$ cat src/rtl/pq_sieve.sv
// Trial-divides FIFO candidates by odd primes 3..23 bit-serially and forwards survivors on valid/ready.
// Latency rd_en->valid NUM_BITS+3 cycles; no FIFO read while a survivor waits for ready.
module pq_sieve #(
   parameter int NUM_BITS  = 128,
   parameter int CNT_WIDTH = 32
) (
   input  logic                 aclk,
   input  logic                 aresetn,
   output logic                 pq_fifo_rd_en,
   input  logic [NUM_BITS-1:0]  pq_fifo_dout,
   input  logic                 pq_fifo_empty,
   output logic [NUM_BITS-1:0]  m_cand_data,
   output logic                 m_cand_valid,
   input  logic                 m_cand_ready,
   output logic [CNT_WIDTH-1:0] cnt_accepted,
   output logic [CNT_WIDTH-1:0] cnt_rejected,
   output logic                 busy
);

   localparam int NP = 8;
   localparam int BW = $clog2(NUM_BITS);
   localparam logic [CNT_WIDTH-1:0] CNT_MAX = '1;

   typedef enum logic [2:0] {IDLE, FETCH, CAPTURE, SIEVE, DECIDE, OUTPUT} state_t;

   function automatic logic [4:0] prime(input int i);
      case (i)
         0: prime = 5'd3;
         1: prime = 5'd5;
         2: prime = 5'd7;
         3: prime = 5'd11;
         4: prime = 5'd13;
         5: prime = 5'd17;
         6: prime = 5'd19;
         default: prime = 5'd23;
      endcase
   endfunction

   state_t              state, state_n;
   logic [NUM_BITS-1:0] cand;
   logic [4:0]          r     [NP];
   logic [4:0]          r_nxt [NP];
   logic [BW-1:0]       bit_idx;
   logic                accept;

   // Shift in one candidate bit per cycle; t < 2*P so one subtract reduces it.
   always_comb begin
      logic [5:0] t;
      t = '0;
      for (int i = 0; i < NP; i++) begin
         t = {r[i], cand[bit_idx]};
         if (t >= {1'b0, prime(i)})
            t = t - {1'b0, prime(i)};
         r_nxt[i] = t[4:0];
      end
   end

   // A zero residue only disqualifies when the candidate is not the table prime itself.
   always_comb begin
      accept = 1'b1;
      if (cand < NUM_BITS'(2))
         accept = 1'b0;
      if (!cand[0] && cand != NUM_BITS'(2))
         accept = 1'b0;
      for (int i = 0; i < NP; i++) begin
         if (r[i] == 5'd0 && cand != NUM_BITS'(prime(i)))
            accept = 1'b0;
      end
   end

   always_ff @(posedge aclk or negedge aresetn) begin
      if (!aresetn)
         state <= IDLE;
      else
         state <= state_n;
   end

   always_comb begin
      state_n = state;
      case (state)
         IDLE:    if (!pq_fifo_empty) state_n = FETCH;
         FETCH:   state_n = CAPTURE;
         CAPTURE: state_n = SIEVE;
         SIEVE:   if (bit_idx == '0) state_n = DECIDE;
         DECIDE:  state_n = accept ? OUTPUT : IDLE;
         OUTPUT:  if (m_cand_ready) state_n = IDLE;
         default: state_n = IDLE;
      endcase
   end

   assign busy = (state != IDLE);

   always_ff @(posedge aclk or negedge aresetn) begin
      if (!aresetn) begin
         pq_fifo_rd_en <= 1'b0;
         cand          <= '0;
         bit_idx       <= '0;
         m_cand_data   <= '0;
         m_cand_valid  <= 1'b0;
         cnt_accepted  <= '0;
         cnt_rejected  <= '0;
         for (int i = 0; i < NP; i++)
            r[i] <= '0;
      end else begin
         case (state)
            IDLE: begin
               if (!pq_fifo_empty)
                  pq_fifo_rd_en <= 1'b1;
            end
            FETCH: pq_fifo_rd_en <= 1'b0;
            CAPTURE: begin
               cand    <= pq_fifo_dout;
               bit_idx <= BW'(NUM_BITS - 1);
               for (int i = 0; i < NP; i++)
                  r[i] <= '0;
            end
            SIEVE: begin
               bit_idx <= bit_idx - 1'b1;
               for (int i = 0; i < NP; i++)
                  r[i] <= r_nxt[i];
            end
            DECIDE: begin
               if (accept) begin
                  m_cand_data  <= cand;
                  m_cand_valid <= 1'b1;
                  if (cnt_accepted != CNT_MAX)
                     cnt_accepted <= cnt_accepted + 1'b1;
               end else if (cnt_rejected != CNT_MAX) begin
                  cnt_rejected <= cnt_rejected + 1'b1;
               end
            end
            OUTPUT: begin
               if (m_cand_ready)
                  m_cand_valid <= 1'b0;
            end
            default: ;
         endcase
      end
   end

endmodule

$ cat config.mk
export PLATFORM = sky130hd
export DESIGN_NAME = pq_sieve
export DESIGN_NICKNAME = d
export VERILOG_FILES = /design/src/rtl/pq_sieve.sv
export SDC_FILE = /design/constraint.sdc
export NUM_CORES = 1
export LEC_CHECK = 0
export CAP_MARGIN = 40
export CORE_MARGIN = 10
export CORE_UTILIZATION = 30
export CTS_CLUSTER_SIZE = 25
export DETAILED_ROUTE_END_ITERATION = 10
export GPL_TIMING_DRIVEN = 0
export PLACE_DENSITY = 0.54
export SETUP_SLACK_MARGIN = 0.4
export SYNTH_ARGS = -nofsm -noshare
export SYNTH_HDL_FRONTEND = slang
export SYNTH_SLANG_ARGS = --single-unit
$ cat constraint.sdc
create_clock -name aclk -period 3.5 [get_ports aclk]
set_clock_uncertainty 0.1 [all_clocks]
set_input_delay 0.7 -clock aclk [delete_from_list [all_inputs] [get_ports aclk]]
set_output_delay 0.7 -clock aclk [all_outputs]
set_load 0.01 [all_outputs]
Yosys cells after proc, flatten, opt, wreduce, memory -nomap -nowiden:

Cells that the tools add are included.

* $add $sub $neg: 11
* equality and inequality tests: 20
* order comparisons: 10
* mux-type cells: 40
* reduce and logical (&&, ||, !) cells: 30
* bitwise logic cells: 1

Operators with widths (count)
* $ne 128x5->1 const B: 3
* $ne 128x2->1 const B: 2
* $ne 128x3->1 const B: 2
* $ne 128x4->1 const B: 2
* $lt 128x2->1 const B: 1
* $mux 5: 16
* $pmux 40 s2: 1
* $add 32x1->32 const B: 2
* $ne 32x32->1 const B: 2
* $logic_not 5->1: 8
* $sub 5x5->5: 8
* $ge 6x5->1 const B: 3
* $pmux 3 s6: 1
* $mux 1: 14
* $pmux 7 s2: 1
* $ge 6x3->1 const B: 2
* $ge 6x4->1 const B: 2
* $mux 3: 4
* $reduce_and 3->1: 4
* $logic_and 1x1->1: 9
* $lt 7x8->1 const B: 1
* $ne 2x2->1 const B: 4
* $bmux 1 s7: 1
* $logic_not 7->1: 1
* other kinds (12): 18

* word-level logic and storage cells: 128
* input bits: 132
* register bits: 372
* output and inout port bits: 195

Longest topological paths before layout:

Gate-level depths: netlist of the first run.

* depth after elaboration: 13
* depth in mapped cells: 19
* gate-level depth less buffers: 14

Worst setup path before layout of the first run:

Ideal clock, no wire load.

* path kind: reg-to-reg
* start point: register bit_idx[0]
* end point: register r[7] (netlist bit)
* path slack: -0.345 ns
* required time: 3.267 ns
* path buffers: 3
* period minus slack after synthesis: 3.845 ns
* arrival: 3.612 ns
* stages on the path, launching flop included: 16
* setup time: 0.133 ns
* cell sequence: dfrtp_1 -> buf_4 -> mux4_2 -> mux2_2 -> a311oi_1 -> o221a_2 -> a2111o_1 -> buf_2 -> buf_4 -> inv_1 -> ha_1 -> or3_1 -> a21oi_1 -> nor2_1 -> xnor2_1 -> o21ai_0

* longest elaborated chain between the ends: 5
* elaborated cells between the ends (all ways): 6
* classes of those cells: add/sub: 1; order compare: 1; mux: 4

RTL lines
* start: declaration: line 43 `logic [BW-1:0] bit_idx;`
* start signal: assignment: line 113 `bit_idx <= BW'(NUM_BITS - 1);`
* start signal: assignment: line 118 `bit_idx <= bit_idx - 1'b1;`
* $bmux 1 s7 (*): line 51 `t = {r[i], cand[bit_idx]};`
* $mux 1 (not written as such) (*): line 51
* $sub 5x5->5 / $ge 6x5->1 (equally long branches): line 53, 52
* $mux 5 (*): line 52 `if (t >= {1'b0, prime(i)})`
* $pmux 40 s2 (*): line 105 `case (state)`
* end signal: indexed assignment: line 120 `r[i] <= r_nxt[i];`
* end: declaration: line 41 `logic [4:0] r [NP];`

Every way passes the cells marked *; elsewhere a longest branch is shown, timed or not. The select of a mux whose other input is x is not followed.
A chain may end at the register's enable or synchronous reset.

Worst setup path after layout of the first run:

* start point: register bit_idx[0]
* end point: register r[3] (netlist bit)

Same word-level chain as after synthesis.

==> flow_summary.toml, run 1 <==
[yosys]
ys.warnings.count = 0
syn_area_um2 = 17100
synth.distinct_cells = 58
syn_area_per_cell_um2 = 12.5
synth_compound_area_share_pct = 4.70
ys_ff_latch = 372
yosysTopAreaCell = "dfrtp_1"
synthAdderAreaFrac_pct = 1.09
synth_ff_type = "dfrtp_1"
synth_nets = 1518
syn_inst = 1371
ys_seq_area_share_pct = 54.3
async_flop_share_pct = 100
yosys.area.top_type_share_pct = 54.3
synth_mux_area_share_pct = 21.7
synth_area_leaders = "dfrtp_1 (54%), mux2_2 (17%), mux4_2 (3.8%)"
synth-simple-area-share_pct = 11.7
synth_top_family_by_area = "multiplexers"
synth_xor_area_share_pct = 4.09
synth_edf_count = 0

[clocking]
clock_path_buffers = 3
clk_pin_slew_worst_paths_ns = 0.06
clock-sinks = 372
cts_htree_levels = 2
clock-root-buffer = "clkbuf_16"
cts_tree = "done"
cts_buffers = 46
clock_latency_ns = 0.60

[cells_and_area]
nFillCells = 4987
final_cell_mix = "dfrtp_1 (359), clkdlybuf4s50_1 (325), mux2_2 (247), nand2_1 (86)"
fin_nets = 1995
design_area_um2 = 26300
post_route_cells_drive_above_1_share_pct = 36.3
area_growth_pct = 53.3
final_common_cell = "dfrtp_1"

[routing]
ant_nets = 0
via_count = 13313
routed_via_density = 5.04
drtIter0Drc = 715
first_pass_iters = 5
wl_mm = 61.2
wl_per_cell_um = 23.2
drc = 0

[global_route]
use_met2_pct = 29.6
antenna_found_initial = 11
top_usage_layer = "met2"
grt_usage_pct = 17.3
globalRouteMet3Util_pct = 6.53
grt_max_degree = 113
use_met1_pct = 20.5
grt_pass1_wl_mm = 89.7
grt_pass1_vias = 13887
overflow = 0

[timing]
worst_pin_slew_ns = 0.833
min_period_over_period_pct = 112
period_minus_slack_ns = 3.91
whs_ns = -0.0192
rsz0062_at_grt = "yes"
setup_viol = 133
finalHoldViolCount = 1
worst_slack_ns = -0.411
drv_slew = 0
max_freq_ghz = 0.256
slew_headroom_pct = 43.9

[setup_path]
reg2reg_slack_ns = -0.41
cp_slowest_cell = "mux4_2"
cp_num_buf_inv = 6
r2r_end = "r[3]$_DFFE_PN0P_"
worstSetupStartpointType = "flip-flop"
arrival_ns = 4.22
cp_cell_sequence = "buf_12 -> buf_16 -> mux4_2 -> mux2_4 -> a311oi_2 -> o221a_2 -> a2111o_1 -> buf_6 -> buf_12 -> clkinvlp_4 -> buf_6 -> ha_4 -> a21o_1 -> a21o_1 -> o21ai_1 -> xor2_1 -> o21ai_1"
r2r-start = "bit_idx[0]$_DFFE_PN0P_"
crit_path_end_kind = "flip-flop"
required_ns = 3.81
cp_top_family = "compound AO/OA/AOI/OAI gates"
crit_fanout = 6
worstSetupPathType = "flip-flop to flip-flop"
r2r_cells = 17
worst_path_largest_cell_delay_ns = 0.52

[power]
powerDensity_nw_per_um2 = 773
leakagePower_nw = 11.4
ir_drop_uv = 553

[outcome]
violations = "hold timing, setup timing"
status = "finished with violations"

[die]
rows = 87
dieArea_um2 = 67100
die_y_um = 259
top_level_ports = 327
floorplan.initialDensity_pct = 30.3
die_x_um = 259
coreArea_um2 = 56500

[placement]
hpwl_mm = 42.5
port_buffers = 326
gp_congestion = 0.817
post-place-ws_ns = -1.23
dpl_cell_area_um2 = 21600

[worst_hold_path]
hold_class = "input pin to asynchronous set/reset pin"

[job]
max_cap_violations = 0
stage by stage:
stage / total power, mW / std cells / TNS (ns) / utilization (%)
floorplan: 10.5 / 1371 / -0.00925 / -
global placement: 12.7 / 2453 / -5928.61 / 38.0
detailed placement: 12.9 / 2458 / -186.36 / 38.1
CTS: 19.3 / 2593 / -10.03 / 44.2
global route: 21.4 / 2639 / -43.89 / 46.5
finish: 20.3 / 2641 / -14.02 / 46.5
final cells by class:
| type | count | area, um^2 | share of cell area [%] |
|---|---|---|---|
| multi-input cells | 911 | 8870 | 33.8 |
| well taps | 756 | 946 | 3.60 |
| repair buffers | 429 | 4730 | 18.0 |
| inverters | 16 | 68.8 | 0.262 |
| clock inverters | 19 | 230 | 0.876 |
| plain buffers | 72 | 758 | 2.89 |
| diodes | 3 | 7.51 | 0.0286 |
| flip-flops and latches | 372 | 9330 | 35.5 |
| clock buffers | 63 | 1340 | 5.08 |
registers in the layout (all words and copies together) (netlist names):
| register | flops |
|---|---|
| m_cand_data | 128 |
| bit_idx | 7 |
| pq_fifo_rd_en | 1 |
| r | 40 |
| cand | 128 |
| m_cand_valid | 1 |
| cnt_accepted | 32 |
| state | 3 |
| cnt_rejected | 32 |
routing by layer:
layer	vias up	wire length, um
li1	6005	-
met1	6848	24000
met2	373	31300
met3	69	5050
met4	18	694
met5	-	127
what timing repair did:
item                                    in CTS  in global routing
endpoints found under the hold margin        0                  0
gates resized for setup                    289                157
buffers inserted                            45                 28
hold buffers                                 0                  0
endpoints found under the setup margin     237                315
gates cloned                                 8                 15
pin swaps                                   98                 87
power breakdown:
group	switching (mW)	internal, mW
Combinational	4.01	4.58
Clock	1.97	2.90
Sequential	1.49	5.35
cells by family after synthesis:
logic type	Yosys count
AOI/OAI and AO/OA	126
xor gates and xnor gates	80
adders and majority gates	15
buffers and inverters	88
DFF	372
muxes	303
and+or+nand+nor	387
worst max path at each step:
stage	startpoint	endpoint	slack [ns]	cells past startpoint
after global placement	aresetn	cand[115]$_DFFE_PN0P_	-15.49	1
after global routing	bit_idx[0]$_DFFE_PN0P_	r[3]$_DFFE_PN0P_	-0.56	19
after floorplan	bit_idx[0]$_DFFE_PN0P_	r[8]$_DFFE_PN0P_	-0.006	15
after detailed placement	bit_idx[0]$_DFFE_PN0P_	r[8]$_DFFE_PN0P_	-1.23	17
after CTS	bit_idx[0]$_DFFE_PN0P_	r[8]$_DFFE_PN0P_	-0.40	16
final	bit_idx[0]$_DFFE_PN0P_	r[3]$_DFFE_PN0P_	-0.41	17
Yosys cell counts (3+ instances only):
master    count
clkbuf_1     38
mux2i_1      13
nor4_2        7
ha_1         15
o21ai_0      38
o221ai_1      3
buf_2        12
nor4b_1       3
nor2_1       65
buf_4        15
nand2_1      93
or3_1         7
a22o_1        8
mux4_2       29
nand2b_1      7
dfrtp_1     372
a21oi_1      23
nand4_1      22
and2_1        4
o31ai_1       3
and3_1        8
o22ai_1      14
nand3_1      45
a311oi_1      3
or4_1         4
nor2b_1       9
a31oi_1       7
nor3b_1       9
nor4_1       43
xnor2_1      18
xor2_1       62
buf_1         6
and4_1        4
mux2_2      261
nand3b_1      3
nor3_1       48
inv_1        15
o211ai_1      5
a22oi_1       5
a21o_1        3
No activity file was read; power rests on OpenSTA's default activity.
==> inputs of run 2 (changes only) <==
--- a/config.mk
+++ b/config.mk
@@ -6,9 +6,10 @@
 export NUM_CORES = 1
 export LEC_CHECK = 0
 export CAP_MARGIN = 40
+export CORE_ASPECT_RATIO = 1.5
 export CORE_MARGIN = 10
 export CORE_UTILIZATION = 30
-export CTS_CLUSTER_SIZE = 25
+export CTS_CLUSTER_SIZE = 8
 export DETAILED_ROUTE_END_ITERATION = 10
 export GPL_TIMING_DRIVEN = 0
 export PLACE_DENSITY = 0.54
==> flow_summary.toml, run 2 (synthesis gave the netlist of run 1 again) <==
[setup_path]
r2r_cells = 17
worstSetupPathType = "flip-flop to flip-flop"
crit_fanout = 6
r2r-start = "bit_idx[0]$_DFFE_PN0P_"
r2r_end = "r[9]$_DFFE_PN0P_"
crit_path_end_kind = "flip-flop"
startpoint = "bit_idx[0]$_DFFE_PN0P_"
required_ns = 3.87
worstSetupStartpointType = "flip-flop"
reg2reg_slack_ns = -0.34
arrival_ns = 4.21
endpoint = "r[9]$_DFFE_PN0P_"

[die]
die_y_um = 313
rows = 107
dieArea_um2 = 67300
die_x_um = 215
top_level_ports = 327
floorplan.initialDensity_pct = 30.2
coreArea_um2 = 56800

[routing]
first_pass_iters = 7
routed_via_density = 5.13
drc = 0
ant_nets = 0
wl_mm = 64.8
via_count = 13445
wl_per_cell_um = 24.7
drtIter0Drc = 706

[power]
leakagePower_nw = 11.4
power.switching_mw = 7.24
comb_power_share_pct = 41.8
power_frac_seq_pct = 34.7
ir_drop_uv = 619
internal-power_mw = 12.3
sw_frac_of_total_pct = 37.1
p_clk_share_pct = 23.5
powerDensity_nw_per_um2 = 746

[clocking]
clock-root-buffer = "clkbuf_16"
clock-sinks = 372
clk_pin_slew_worst_paths_ns = 0.05
cts_tree = "done"
clock_path_buffers = 3
cts_buffers = 52
clock_latency_ns = 0.60
cts_htree_levels = 2

[placement]
hpwl_mm = 44.7
gp_congestion = 0.839
port_buffers = 326

[global_route]
grt_pass1_vias = 14523
grt_usage_pct = 18.8
grt_pass1_wl_mm = 97.1
grt_max_degree = 111
antenna_found_initial = 10
overflow = 0

[timing]
worst_pin_slew_ns = 0.990
rsz0062_at_grt = "yes"
setup_tns_ns = -9.65
slew_headroom_pct = 33.9
period_minus_slack_ns = 3.84
max_freq_ghz = 0.260
drv_slew = 0
min_period_over_period_pct = 110
finalHoldViolCount = 0
setup_viol = 45
worst_slack_ns = -0.344

[outcome]
violations = "setup timing"
status = "finished with violations"

[job]
max_cap_violations = 0

[cells_and_area]
post_route_cells_drive_above_1_share_pct = 34.9
fin_nets = 2002
final_cell_mix = "dfrtp_1 (366), clkdlybuf4s50_1 (325), mux2_2 (218), nand2_1 (86), xor2_1 (62)"
largestRegisters = "cand x128, m_cand_data x128, r x40"
area_growth_pct = 52.8
final_util_pct = 46.2
final_common_cell = "dfrtp_1"

[worst_hold_path]
hold_class = "flip-flop to flip-flop"
run 2: cell count changes in the layout (fill, tap and decap cells not counted), sizes merged:
cell         before  now
diode             3    1
buf             125  136
dlygate4sd3       0    1
inv              16   14
clkinv           13    3
clkinvlp          3    1
bufinv            3    0
clkbuf          114   95
run 2: what timing repair did:
item	in CTS	in global routing
resized for setup	393	70
pin swaps	138	53
buffers inserted	59	17
endpoints found under the setup margin	335	253
endpoints found under the hold margin	61	0
hold buffers	1	0
gates cloned	22	0
run 2: final cells by class:
cell class	instances	area [um^2]
clock buffer	55	1350
multi-input combinational	911	8900
tap	763	955
fill	5131	30600
timing repair buffer	430	4810
antenna	1	2.50
clock inverter	2	46.3
sequential	372	9320
buffer	72	752
inverter	16	68.8
run 2: per-layer routing:
metal,routed length [um],track usage (%),vias up
met5,123,0,-
met1,23100,19.7,6925
li1,-,-,5983
met4,1930,5.97,18
met3,4170,5.15,125
met2,35400,35.3,394
run 2: metrics by stage:
step | worst slack [ns] | cell area, um^2 | power [mW] | hold WS, ns | cells
after CTS | -0.371 | 25800 | 19.2 | 0.386 | 2603
after global routing | -0.493 | 26200 | 20.6 | 0.405 | 2622
after global placement | -15.37 | 21500 | 12.7 | 0.371 | 2460
after detailed placement | -1.22 | 21500 | 12.9 | 0.377 | 2464
after floorplan | -0.00628 | 17200 | 10.5 | 0.304 | 1371
final | -0.344 | 26200 | 19.5 | 0.385 | 2622
run 2: how the worst min path moves through the flow:
stage	start	endpoint	slack [ns]	cells past startpoint
floorplan	aresetn	bit_idx[0]$_DFFE_PN0P_	0.30	0
global placement	m_cand_data[0]$_DFFE_PN0P_	m_cand_data[0]$_DFFE_PN0P_	0.37	2
detailed placement	cnt_rejected[10]$_DFFE_PN0P_	cnt_rejected[10]$_DFFE_PN0P_	0.38	1
CTS	cnt_rejected[10]$_DFFE_PN0P_	cnt_rejected[10]$_DFFE_PN0P_	0.39	1
global route	cnt_rejected[7]$_DFFE_PN0P_	cnt_rejected[7]$_DFFE_PN0P_	0.41	1
finish	cnt_rejected[10]$_DFFE_PN0P_	cnt_rejected[10]$_DFFE_PN0P_	0.38	1
run 2: worst max-delay path, cell delays in order, from the launching register on:
cell        delay [ns]
dfrtp_2           0.41
buf_12            0.16
buf_12            0.15
mux4_2            0.53
mux2_4            0.30
a311oi_2          0.22
o221a_2           0.22
a2111o_1          0.15
buf_6             0.12
buf_12            0.10
clkinvlp_4        0.15
ha_4              0.20
or3_4             0.34
buf_4             0.15
buf_6             0.11
nand2_2           0.06
o22ai_2           0.07
a22o_1            0.18
run 2: power groups by stage:
stage	registers, mW	logic (mW)	clock network (mW)
global placement	6.69	6.05	0
finish	6.78	8.16	4.60
detailed placement	6.72	6.16	0
global route	6.96	8.75	4.86
CTS	6.76	7.73	4.73
floorplan	6.16	4.39	0
==> inputs of run 3 (changes only) <==
--- a/config.mk
+++ b/config.mk
@@ -5,7 +5,6 @@
 export SDC_FILE = /design/constraint.sdc
 export NUM_CORES = 1
 export LEC_CHECK = 0
-export CAP_MARGIN = 40
 export CORE_ASPECT_RATIO = 1.5
 export CORE_MARGIN = 10
 export CORE_UTILIZATION = 30
==> flow_summary.toml, run 3 (synthesis gave the netlist of run 1 again) <==
[worst_hold_path]
hold_depth = 1
min_to = "cnt_rejected[10]$_DFFE_PN0P_"
hp-start = "cnt_rejected[10]$_DFFE_PN0P_"
hold_class = "flip-flop to flip-flop"

[clocking]
cts_buffers = 52
clk_pin_slew_worst_paths_ns = 0.05
clock_latency_ns = 0.60
clock_path_buffers = 3
clock-sinks = 372
clock-root-buffer = "clkbuf_16"
cts_tree = "done"
cts_htree_levels = 2

[setup_path]
cp_top_family = "multiplexers"
worstSetupStartpointType = "flip-flop"
startpoint = "bit_idx[0]$_DFFE_PN0P_"
required_ns = 3.84
r2r-start = "bit_idx[0]$_DFFE_PN0P_"
cp_slowest_cell = "mux4_2"
cp_num_buf_inv = 7
r2r_end = "r[26]$_DFFE_PN0P_"
worstSetupPathType = "flip-flop to flip-flop"
arrival_ns = 4.21
crit_path_end_kind = "flip-flop"
worst_path_largest_cell_delay_ns = 0.54
cpMostUsedCell = "buf_6"
crit_fanout = 5
reg2reg_slack_ns = -0.37
cp_cell_sequence = "buf_6 -> buf_16 -> mux4_2 -> mux2_4 -> a311oi_2 -> o221a_2 -> a2111o_1 -> buf_6 -> buf_12 -> clkinvlp_4 -> buf_6 -> buf_12 -> ha_4 -> a21oi_4 -> and2_4 -> mux2i_1 -> o21ai_1"
r2r_cells = 17

[global_route]
grt_pass1_vias = 14236
grt_max_degree = 111
antenna_found_initial = 10
grt_usage_pct = 17.7
overflow = 0
grt_pass1_wl_mm = 92.3

[placement]
hpwl_mm = 44.7
port_buffers = 326
gp_congestion = 0.839
post-place-ws_ns = -1.23
dpl_cell_area_um2 = 21500

[routing]
routed_via_density = 5.08
wl_per_cell_um = 24.3
drtIter0Drc = 605
drc = 0
via_count = 13202
first_pass_iters = 4
wl_mm = 63.1
ant_nets = 0

[power]
powerDensity_nw_per_um2 = 767
power_frac_seq_pct = 34.8
ir_drop_uv = 622
power.switching_mw = 7.25
comb_power_share_pct = 41.8
p_clk_share_pct = 23.4
sw_frac_of_total_pct = 37.1
fin_total_pwr_mw = 19.5
internal-power_mw = 12.3
leakagePower_nw = 11.1

[die]
rows = 107
top_level_ports = 327
die_x_um = 215
die_y_um = 313
floorplan.initialDensity_pct = 30.2
coreArea_um2 = 56800
dieArea_um2 = 67300

[timing]
drv_slew = 0
min_period_over_period_pct = 111
worst_pin_slew_ns = 1.39
finalHoldViolCount = 0
setup_viol = 39
period_minus_slack_ns = 3.87
worst_slack_ns = -0.371
rsz0062_at_grt = "yes"
slew_headroom_pct = 6.75
max_freq_ghz = 0.258
setup_tns_ns = -10.17
whs_ns = 0.390

[cells_and_area]
post_route_cells_drive_above_1_share_pct = 33.3
fin_nets = 1977
area_growth_pct = 48.7
largestRegisters = "cand x128, m_cand_data x128, r x40"
nFillCells = 5192
final_common_cell = "dfrtp_1"
final_cell_mix = "dfrtp_1 (366), clkdlybuf4s50_1 (325), mux2_2 (249), nand2_1 (87), clkbuf_16 (70)"
design_area_um2 = 25500

[job]
max_cap_violations = 0

[outcome]
violations = "setup timing"
status = "finished with violations"
run 3: changes by cell type in the layout (fill, tap and decap cells not counted), sizes merged:
cell    before  now
clkbuf      95  107
buf        136  100
run 3: worst max path at each step:
stage / depth (start not counted) / slack (ns) / to
final: 17 / -0.37 / r[26]$_DFFE_PN0P_
after global routing: 16 / -0.48 / r[8]$_DFFE_PN0P_
after CTS: 15 / -0.40 / r[6]$_DFFE_PN0P_
after detailed placement: 16 / -1.23 / r[6]$_DFFE_PN0P_
after global placement: 1 / -15.37 / cnt_rejected[10]$_DFFE_PN0P_
after floorplan: 15 / -0.006 / r[8]$_DFFE_PN0P_
run 3: final cells by class:
class	instances	area (um^2)	area share, %
inverters	16	76.3	0.299
repair buffers	405	4380	17.2
well taps	763	955	3.74
flip-flops and latches	372	9320	36.5
plain buffers	72	756	2.96
diodes	1	2.50	0.00982
clock buffers	56	1350	5.29
clock inverters	2	46.3	0.182
multi-input cells	911	8610	33.8
run 3: power groups by stage:
stage | registers [mW] | clock network [mW] | logic (mW)
6_report | 6.80 | 4.57 | 8.18
5_1_grt | 6.96 | 4.86 | 8.81
4_1_cts | 6.77 | 4.70 | 7.86
3_5_place_dp | 6.72 | 0 | 6.15
3_3_place_gp | 6.69 | 0 | 6.05
2_1_floorplan | 6.16 | 0 | 4.39
run 3: metal layers:
metal | global-route usage [%] | wire [um] | vias to the layer above
met5 | 0 | 118 | -
met1 | 18.2 | 22100 | 6747
met3 | 5.61 | 4390 | 118
li1 | - | - | 5924
met2 | 32.9 | 34400 | 395
met4 | 6.35 | 2090 | 18
run 3: through the flow:
step	utilization (%)	cells
6_report	44.9	2598
5_1_grt	44.9	2598
4_1_cts	42.4	2566
3_5_place_dp	37.9	2463
3_3_place_gp	37.8	2460
2_1_floorplan	-	1371
run 3: timing repair:
action / CTS / global route
endpoints found under the hold margin: 61 / 0
resized for setup: 181 / 205
endpoints found under the setup margin: 287 / 341
cloned: 1 / 17
hold buffers: 1 / 0
buffers inserted: 43 / 14
pin swaps: 59 / 87
